**config.mk**
```make
export PLATFORM = sky130hd
export DESIGN_NAME = uart_tx_engine
export DESIGN_NICKNAME = d
export VERILOG_FILES = /design/src/rtl/uart_tx_engine.sv
export SDC_FILE = /design/constraint.sdc
export NUM_CORES = 1
export LEC_CHECK = 0
export ABC_AREA = 1
export CORE_MARGIN = 4
export CORE_UTILIZATION = 64
export CTS_CLUSTER_SIZE = 8
export DETAILED_ROUTE_END_ITERATION = 8
export PLACE_DENSITY = 0.85
export SYNTH_ARGS = -nofsm -noshare
export SYNTH_HDL_FRONTEND = slang
export SYNTH_SLANG_ARGS = --single-unit
```
**constraint.sdc**
```tcl
create_clock -name clk_i -period 6.3 [get_ports clk_i]
set_input_delay 1.575 -clock clk_i [delete_from_list [all_inputs] [get_ports clk_i]]
set_output_delay 1.575 -clock clk_i [all_outputs]
set_load 0.1 [all_outputs]
```
**src/rtl/uart_tx_engine.sv**
```systemverilog
// rtl/uart_tx_engine.sv - UART transmitter with Tx FIFO and per-character framing; optional line break via UART_TX_BREAK_EN
module uart_tx_engine #(
    parameter int MAX_UART_DATA_W = 9,
    parameter int FIFO_DEPTH      = 4,
    parameter int OVERSAMPLE      = 16
) (
    input  logic                                 clk_i,
    input  logic                                 rst_ni,
    input  logic                                 baud_en_i,
    input  logic                                 tx_en_i,
`ifdef UART_TX_BREAK_EN
    input  logic                                 tx_break_i,
`endif
    input  logic                                 tx_valid_i,
    output logic                                 tx_ready_o,
    input  logic [MAX_UART_DATA_W-1:0]           tx_data_i,
    input  logic [$clog2(MAX_UART_DATA_W+1)-1:0] data_w_i,
    input  logic [1:0]                           parity_mode_i,
    input  logic [1:0]                           stop_mode_i,
    output logic [$clog2(FIFO_DEPTH+1)-1:0]      fifo_count_o,
    output logic                                 tx_busy_o,
    output logic                                 tx_done_o,
    output logic                                 uart_tx_o
);
    localparam int DW_W  = $clog2(MAX_UART_DATA_W + 1);
    localparam int CNT_W = $clog2(FIFO_DEPTH + 1);
    localparam int PTR_W = $clog2(FIFO_DEPTH);
    localparam int SC_W  = $clog2(2 * OVERSAMPLE);
    localparam int BC_W  = $clog2(MAX_UART_DATA_W + 5);

`ifdef UART_TX_BREAK_EN
    typedef enum logic [2:0] {ST_IDLE, ST_START, ST_DATA, ST_PARITY, ST_STOP, ST_BREAK} state_e;
`else
    typedef enum logic [2:0] {ST_IDLE, ST_START, ST_DATA, ST_PARITY, ST_STOP} state_e;
`endif

    logic [MAX_UART_DATA_W-1:0] fifo_data_q [FIFO_DEPTH];
    logic [DW_W-1:0]            fifo_dw_q   [FIFO_DEPTH];
    logic [1:0]                 fifo_par_q  [FIFO_DEPTH];
    logic [1:0]                 fifo_stop_q [FIFO_DEPTH];
    logic [PTR_W-1:0]           wr_ptr_q, rd_ptr_q;
    logic [CNT_W-1:0]           count_q;
    logic                       push, pop, full, empty;

    state_e                     state_q, state_d;
    logic [MAX_UART_DATA_W-1:0] frame_data_q, frame_data_d;
    logic [DW_W-1:0]            frame_dw_q, frame_dw_d;
    logic [1:0]                 frame_par_q, frame_par_d;
    logic [1:0]                 frame_stop_q, frame_stop_d;
    logic [SC_W-1:0]            sample_q, sample_d;
    logic [BC_W-1:0]            bit_q, bit_d;
    logic                       line_q, line_d;
    logic                       busy_q, busy_d;
    logic                       done_q, done_d;

    logic [BC_W-1:0]            eff_w;
    logic [BC_W-1:0]            bit_nxt;
    logic [MAX_UART_DATA_W-1:0] data_mask;
    logic                       parity_bit;
    logic [SC_W-1:0]            stop_last;
    logic                       bit_end;

    assign full         = (count_q == CNT_W'(FIFO_DEPTH));
    assign empty        = (count_q == '0);
    assign push         = tx_valid_i & ~full;
    assign tx_ready_o   = ~full;
    assign fifo_count_o = count_q;
    assign tx_busy_o    = busy_q;
    assign tx_done_o    = done_q;
    assign uart_tx_o    = line_q;

    // Entry storage: validity is tracked by the pointers, so no reset is needed
    always_ff @(posedge clk_i) begin
        if (push) begin
            fifo_data_q[wr_ptr_q] <= tx_data_i;
            fifo_dw_q[wr_ptr_q]   <= data_w_i;
            fifo_par_q[wr_ptr_q]  <= parity_mode_i;
            fifo_stop_q[wr_ptr_q] <= stop_mode_i;
        end
    end

    // FIFO pointers and occupancy; pointers wrap naturally at the power-of-two depth
    always_ff @(posedge clk_i or negedge rst_ni) begin
        if (!rst_ni) begin
            wr_ptr_q <= '0;
            rd_ptr_q <= '0;
            count_q  <= '0;
        end else begin
            if (push) wr_ptr_q <= wr_ptr_q + PTR_W'(1);
            if (pop)  rd_ptr_q <= rd_ptr_q + PTR_W'(1);
            case ({push, pop})
                2'b10:   count_q <= count_q + CNT_W'(1);
                2'b01:   count_q <= count_q - CNT_W'(1);
                default: count_q <= count_q;
            endcase
        end
    end

    // Frame-derived helpers: clamped width, parity over the active bits, stop length
    always_comb begin
        if (frame_dw_q < DW_W'(5))                    eff_w = BC_W'(5);
        else if (frame_dw_q > DW_W'(MAX_UART_DATA_W)) eff_w = BC_W'(MAX_UART_DATA_W);
        else                                          eff_w = BC_W'(frame_dw_q);
        bit_nxt   = bit_q + BC_W'(1);
        data_mask = ~({MAX_UART_DATA_W{1'b1}} << eff_w);
        case (frame_par_q)
            2'b01:   parity_bit = ^(frame_data_q & data_mask);
            2'b10:   parity_bit = ~^(frame_data_q & data_mask);
            default: parity_bit = 1'b1;
        endcase
        case (frame_stop_q)
            2'b00:   stop_last = SC_W'(OVERSAMPLE - 1);
            2'b01:   stop_last = SC_W'(3 * OVERSAMPLE / 2 - 1);
            default: stop_last = SC_W'(2 * OVERSAMPLE - 1);
        endcase
        bit_end = (sample_q == SC_W'(OVERSAMPLE - 1));
    end

    // Frame sequencer registers; reset aborts any frame and parks the line high
    always_ff @(posedge clk_i or negedge rst_ni) begin
        if (!rst_ni) begin
            state_q      <= ST_IDLE;
            frame_data_q <= '0;
            frame_dw_q   <= '0;
            frame_par_q  <= '0;
            frame_stop_q <= '0;
            sample_q     <= '0;
            bit_q        <= '0;
            line_q       <= 1'b1;
            busy_q       <= 1'b0;
            done_q       <= 1'b0;
        end else begin
            state_q      <= state_d;
            frame_data_q <= frame_data_d;
            frame_dw_q   <= frame_dw_d;
            frame_par_q  <= frame_par_d;
            frame_stop_q <= frame_stop_d;
            sample_q     <= sample_d;
            bit_q        <= bit_d;
            line_q       <= line_d;
            busy_q       <= busy_d;
            done_q       <= done_d;
        end
    end

    // Next-state logic: every transition waits for a baud tick
    always_comb begin
        state_d      = state_q;
        frame_data_d = frame_data_q;
        frame_dw_d   = frame_dw_q;
        frame_par_d  = frame_par_q;
        frame_stop_d = frame_stop_q;
        sample_d     = sample_q;
        bit_d        = bit_q;
        line_d       = line_q;
        busy_d       = busy_q;
        done_d       = 1'b0;
        pop          = 1'b0;
        if (baud_en_i) begin
            case (state_q)
                ST_IDLE: begin
`ifdef UART_TX_BREAK_EN
                    if (tx_break_i) begin
                        state_d  = ST_BREAK;
                        line_d   = 1'b0;
                        busy_d   = 1'b1;
                        sample_d = '0;
                        bit_d    = '0;
                    end else
`endif
                    if (tx_en_i && !empty) begin
                        pop          = 1'b1;
                        frame_data_d = fifo_data_q[rd_ptr_q];
                        frame_dw_d   = fifo_dw_q[rd_ptr_q];
                        frame_par_d  = fifo_par_q[rd_ptr_q];
                        frame_stop_d = fifo_stop_q[rd_ptr_q];
                        state_d      = ST_START;
                        line_d       = 1'b0;
                        busy_d       = 1'b1;
                        sample_d     = '0;
                    end
                end
                ST_START: begin
                    if (bit_end) begin
                        state_d  = ST_DATA;
                        sample_d = '0;
                        bit_d    = '0;
                        line_d   = frame_data_q[0];
                    end else begin
                        sample_d = sample_q + SC_W'(1);
                    end
                end
                ST_DATA: begin
                    if (bit_end) begin
                        sample_d = '0;
                        if (bit_q == eff_w - BC_W'(1)) begin
                            if (frame_par_q != 2'b00) begin
                                state_d = ST_PARITY;
                                line_d  = parity_bit;
                            end else begin
                                state_d = ST_STOP;
                                line_d  = 1'b1;
                            end
                        end else begin
                            bit_d  = bit_nxt;
                            line_d = |(frame_data_q & (MAX_UART_DATA_W'(1) << bit_nxt));
                        end
                    end else begin
                        sample_d = sample_q + SC_W'(1);
                    end
                end
                ST_PARITY: begin
                    if (bit_end) begin
                        state_d  = ST_STOP;
                        sample_d = '0;
                        line_d   = 1'b1;
                    end else begin
                        sample_d = sample_q + SC_W'(1);
                    end
                end
                ST_STOP: begin
                    if (sample_q == stop_last) begin
                        state_d  = ST_IDLE;
                        sample_d = '0;
                        busy_d   = 1'b0;
                        done_d   = 1'b1;
                    end else begin
                        sample_d = sample_q + SC_W'(1);
                    end
                end
`ifdef UART_TX_BREAK_EN
                ST_BREAK: begin
                    if (bit_end) begin
                        sample_d = '0;
                        // bit_q counts completed break periods, saturating once the minimum is met
                        if (!tx_break_i && bit_q >= BC_W'(MAX_UART_DATA_W + 3)) begin
                            state_d = ST_IDLE;
                            line_d  = 1'b1;
                            busy_d  = 1'b0;
                        end else if (bit_q < BC_W'(MAX_UART_DATA_W + 3)) begin
                            bit_d = bit_nxt;
                        end
                    end else begin
                        sample_d = sample_q + SC_W'(1);
                    end
                end
`endif
                default: state_d = ST_IDLE;
            endcase
        end
    end
endmodule

```
==> out/results.txt, run 1 <==
Post-Place Cells - 611
Worst EP arrival - 2.12 ns
Worst setup margin - 2.61 ns
Max IR drop VDD - 0.000256 V
Layout Skew - 0.0112 ns
Yosys warning total - 0
Worst Path Required - 4.72 ns
DP Wirelength - 6310 um
Vias in the first global route - 3350
First-pass GRT wire length - 15500 um
Number of buffers created by CTS - 9
Hold EP - uart_tx_o
Final Hold Viols - 0
Ratio of cells with drive above 1 in the final layout - 7.02%
P_leak - 2.22 nW
Post-route ant nets - 0
Seq/Total Area, Yosys - 60.9%
Placed cell areas - 5310 um2
Initial Util - 67.0%
Post-route insts no fill - 626
Ports - 29
Setup TNS - 0 ns
Syn_area_per_cell - 10.0 um2
Area growth, synth to finish - 10.6%
Diode count - 0
# DRC - 0
Vias post-DR - 3446
Die ar. - 9220 um2
Cells after Synth - 495
Max-cap viol count - 0
Gr usage total - 22.4%
Fin nets - 562
CTS Hold Bufs - 0
Achievable Freq - 271 MHz
WL per Instance - 14.7 um
Synth top area share - 41.2%
Hold_sp - uart_tx_o
Max_slew headroom - 35.3%
Synthesized Nets - 534
Number of gates resized after CTS - 0
Minimum clock period after layout - 3.69 ns
Startpoint type of the worst setup path - flop
Die X - 96.0 um
Most frequent cells in the layout - nand2_1 (91), edfxtp_1 (68), nor2_1 (60)
DRT iter0 DRCs - 193
Initial antenna violation count - 0
Critical R2R Launch - state_q[1]
Slew Limit Fails - 0
Grt ovf - 0
P per Cell Area - 470 nW/um2
FP Rows - 31
Fin util - 74.0%
Clk sink count - 107
Min-delay worst type - reg2reg
Crit Path Category - reg2out
Detailed Route WL - 9190 um
Flops & latches, synth - 107
Synth area leaders - edfxtp_1 (41%), dfrtp_1 (19%), nand2_1 (6.9%), o21ai_0 (5.6%), nor2_1 (4.8%)
Clk pin slew, worst setup/hold paths - 0.10 ns
H-tree levels - 3
WHS Path Cells - 2
EDFF count, synth - 68
Synthesized cell area - 4960 um2
FFs w/ async S/R, synth - 36.4%
Final Setup Violations - 0
Placeable Area - 7410 um2
CP max FO - 3
Worst Reg-to-Reg Cells - 15
CP endpoint kind - output port
Final GP Congestion - 0.871
Longest Clk Path Bufs - 2
Post CTS Setup Buffer Count - 0
Synth area leader - edfxtp_1
Via density - 5.50
Port bufs - 28
Library cells used by synthesis - 34
Top FF cell, synth - edfxtp_1
Commonest non-fill, non-tap cell in the layout - nand2_1
Later-pin clock latency in the skew report - 0.37 ns
Status - finished clean
CTS tree - built
Worst slew pin tran - 0.967 ns
RR Endpoint - fifo_count_o[2]
Clock root buffer master - clkbuf_8
DIE HEIGHT - 96.0 um
RSZ-0062 raised after global routing - false
Largest net degree at the start of global routing - 40
Pre-CTS WS - 2.32 ns
Worst reg-to-reg setup slack - 3.72 ns
Period utilization - 58.6%
DRT Pass-1 Iters - 4
Finished Cell Area - 5490 um2
[flip-flops by register name, indices dropped and copies added (netlist names), 3 cells and up]
signal,count
frame_dw_q,4
fifo_dw_q,16
frame_data_q,9
fifo_count_o,3
fifo_data_q,36
fifo_par_q,8
sample_q,5
fifo_stop_q,8
bit_q,4
state_q,3
[routing by layer]
metal	GRT usage (%)	up-vias	routed length, um	part of all wire (%)
li1	-	1717	-	-
met1	28.4	1626	4010	44
met2	37.0	89	4550	50
met3	4.61	14	427	4.6
met4	10.3	0	196	2.1
met5	0	-	0	0
[cell usage after synthesis (3+ instances only)]
master and n:
a21oi_1 13, edfxtp_1 68, nor2_1 63, o22ai_1 13, nor3_1 3, inv_1 51
clkbuf_1 7, xor2_1 7, dfrtp_1 38, inv_2 3, o21ai_1 13, o21ai_0 56
nand2_2 3, nand2_1 91, a31oi_1 4, ha_1 16, xnor2_1 3, buf_6 4
nand3_1 17, nand4_1 5
[stage by stage]
| stage | hold slack (ns) | power [mW] |
|---|---|---|
| floorplan | 0.481 | 1.93 |
| global placement | 0.454 | 2.15 |
| detailed placement | 0.469 | 2.21 |
| CTS | 0.484 | 2.59 |
| global route | 0.504 | 2.80 |
| finish | 0.481 | 2.58 |
[area by class of cell]
class	count	area, um2
flip-flops and latches	107	3020
clock inverters	6	56.3
well taps	99	124
repair buffers	31	298
fillers	511	1920
inverters	55	209
multi-input cells	319	1660
clock buffers	9	124
[report_power, final]
group	switching (mW)	internal (mW)	total, mW
Sequential	0.130	0.950	1.08
Clock	0.237	0.151	0.388
Combinational	0.766	0.346	1.11
[critical path: stages, from the launching register on]
cell,delay [ns]
dfrtp_1,0.39
inv_1,0.10
nand3_1,0.12
clkdlybuf4s50_1,1.14
[logic make-up after synthesis]
logic type                 count (synthesis)  synth area share, %
AOI/OAI and AO/OA                        103                 11.1
xor gates and xnor gates                  10                 1.77
adders and majority gates                 17                 4.44
buffers and inverters                     69                 5.93
DFF                                      107                 60.9
and+or+nand+nor                          189                 15.9
[worst max-delay path by stage]
| stage | startpoint | end | slack [ns] | cells after the start |
|---|---|---|---|---|
| 2_1_floorplan | fifo_count_o[0] | fifo_data_q[0][0] | 2.73 | 4 |
| 3_3_place_gp | baud_en_i | fifo_count_o[2] | 2.37 | 12 |
| 3_5_place_dp | baud_en_i | fifo_count_o[2] | 2.32 | 12 |
| 4_1_cts | fifo_count_o[0] | tx_ready_o | 2.57 | 3 |
| 5_1_grt | fifo_count_o[0] | tx_ready_o | 2.52 | 3 |
| 6_report | fifo_count_o[0] | tx_ready_o | 2.61 | 3 |
Power figures use the tool's default switching activity.
==> run 2: changes to the inputs <==
CORE_UTILIZATION = 59   (was 64)
PLACE_DENSITY = 0.79   (was 0.85)
clock period = 3.7 ns   (was 6.3 ns; I/O delays follow)
==> out/results.txt, run 2 (synthesized netlist as in run 1, its figures left out) <==
Gr usage total - 20.0% (-2.4 points)
Period utilization - 76.4%
Number of buffers created by CTS - 9 (unchanged)
WL per Instance - 14.3 um (-2.5%)
DRT iter0 DRCs - 223 (+16%)
Clk pin slew, worst setup/hold paths - 0.10 ns (about the same)
H-tree levels - 3 (unchanged)
CTS tree - built
Worst Path Required - 2.77 ns (-1.95 ns)
Placed cell areas - 5320 um2 (+0.33%)
Die X - 99.7 um (+3.8%)
Area growth, synth to finish - 11.1%
First-pass GRT wire length - 15700 um (+0.97%)
Diode count - 0 (unchanged)
Longest Clk Path Bufs - 2 (unchanged)
FILL cells - 609 (+19%)
Grt ovf - 0 (unchanged)
Crit Path Category - reg2out
Worst slew pin tran - 0.966 ns (-0.000927 ns)
Post-route insts no fill - 636 (+1.6%)
# DRC - 0 (unchanged)
Min-delay worst type - reg2reg
Post-route ant nets - 0 (unchanged)
DIE HEIGHT - 99.7 um (+3.8%)
Finished Cell Area - 5510 um2 (+0.50%)
Critical Path, Cell by Cell - clkdlybuf4s50_1
Commonest non-fill, non-tap cell in the layout - nand2_1
Max_slew headroom - 35.4% (+0.062 points)
Status - finished clean
Vias post-DR - 3452 (+0.17%)
Final Hold Viols - 0 (unchanged)
Setup TNS - 0 ns (unchanged)
Area of the multi-input gates - 1650 um2 (-0.45%)
DP Wirelength - 6250 um (-1.0%)
Slowest CP cell - clkdlybuf4s50_1
Layout Skew - 0.0173 ns (+0.00609 ns)
P per Cell Area - 797 nW/um2 (+70%)
Minimum clock period after layout - 2.83 ns
Initial antenna violation count - 0 (unchanged)
Top delay family on crit path - buffers and inverters
Vias in the first global route - 3342 (-0.24%)
Most flops, register - fifo_data_q
Post-Place Cells - 620 (+1.5%)
RSZ-0062 raised after global routing - false
Max IR drop VDD - 0.000376 V (+47%)
Top flop regs - fifo_data_q (36), fifo_dw_q (16), frame_data_q (9)
Worst EP arrival - 1.90 ns (-0.22 ns)
Slew Limit Fails - 0 (unchanged)
Startpoint type of the worst setup path - flop
CP peak stage delay - 1.14 ns (about the same)
Tot Pwr - 4.39 mW (+70%)
Detailed Route WL - 9110 um (-0.90%)
Worst Path Buf+Inv - 1 (-1)
Number of gates resized after CTS - 0 (unchanged)
Port bufs - 28 (unchanged)
Achievable Freq - 354 MHz
Final GP Congestion - 0.875 (+0.51%)
Largest net degree at the start of global routing - 40 (unchanged)
P_leak - 2.24 nW (+1.1%)
Ratio of cells with drive above 1 in the final layout - 7.34% (+0.32 points)
CTS Hold Bufs - 0 (unchanged)
Placeable Area - 8220 um2 (+11%)
Worst setup path startpoint - fifo_count_o[0]
Initial Util - 60.4% (-6.6 points)
Max reg flops - 36 (unchanged)
Max-cap viol count - 0 (unchanged)
Post CTS Setup Buffer Count - 0 (unchanged)
Clock root buffer master - clkbuf_8
Later-pin clock latency in the skew report - 0.37 ns (about the same)
DRT Pass-1 Iters - 5 (+1)
Ports - 29 (unchanged)
Die ar. - 9940 um2 (+7.7%)
Via density - 5.43 (-1.4%)
CP endpoint kind - output port
CP max FO - 3 (unchanged)
Final Setup Violations - 0 (unchanged)
Hold_sp - uart_tx_o
Critical R2R Launch - state_q[1]
Clk sink count - 107 (unchanged)
Most frequent cells in the layout - nand2_1 (91), edfxtp_1 (68), nor2_1 (63)
FP Rows - 33 (+6.5%)
Fin nets - 565 (+0.53%)
Sequential Area - 3020 um2 (unchanged)
==> run 2: per-layer routing <==
layer | part of all wire (%) | routed length, um | GRT usage [%] | vias up
li1 | - | - | - | 1721
met1 | 43 | 3960 | 26.1 | 1636
met2 | 50 | 4520 | 33.5 | 81
met3 | 5.2 | 478 | 3.65 | 14
met4 | 1.6 | 148 | 7.25 | 0
met5 | 0 | 0 | 0 | -
==> run 2: final cells by class <==
class	count	area share, %
Clock inverter	7	1.20
Timing Repair Buffer	34	5.72
Inverter	55	3.79
Tap cell	105	2.38
Sequential cell	107	54.8
Multi-Input combinational cell	319	29.9
Clock buffer	9	2.25
==> run 2: path summary, 6_finish.rpt <==
kind                                        end  slack, ns  cells after the start
worst max-delay path            fifo_count_o[0]       0.87                      1
worst min-delay path                  uart_tx_o       0.47                      2
worst max register to register  fifo_count_o[2]       1.48                     14
worst min register to register        uart_tx_o       0.47                      2
max in group asynchronous       frame_data_q[5]       2.51                      1
min in group asynchronous             tx_done_o       0.65                      1
==> run 2: metrics by stage <==
| step | hold WS, ns | util, % | setup WS [ns] |
|---|---|---|---|
| 3_5_place_dp | 0.460 | 64.8 | 0.622 |
| 2_1_floorplan | 0.481 | - | 0.127 |
| 4_1_cts | 0.475 | 67.1 | 0.850 |
| 5_1_grt | 0.490 | 67.1 | 0.820 |
| 3_3_place_gp | 0.454 | 64.8 | 0.754 |
| 6_report | 0.471 | 67.1 | 0.874 |
==> run 2: where the power goes <==
group	switching, mW	total [mW]	internal [mW]
clock	0.414	0.675	0.261
combinational	1.29	1.88	0.595
sequential	0.220	1.84	1.62
==> run 2: tightest hold or removal path: cells and delay by family, from the launching register on <==
family           cells  cell delay (ns)
DFF                  1             0.38
and+or+nand+nor      2             0.09
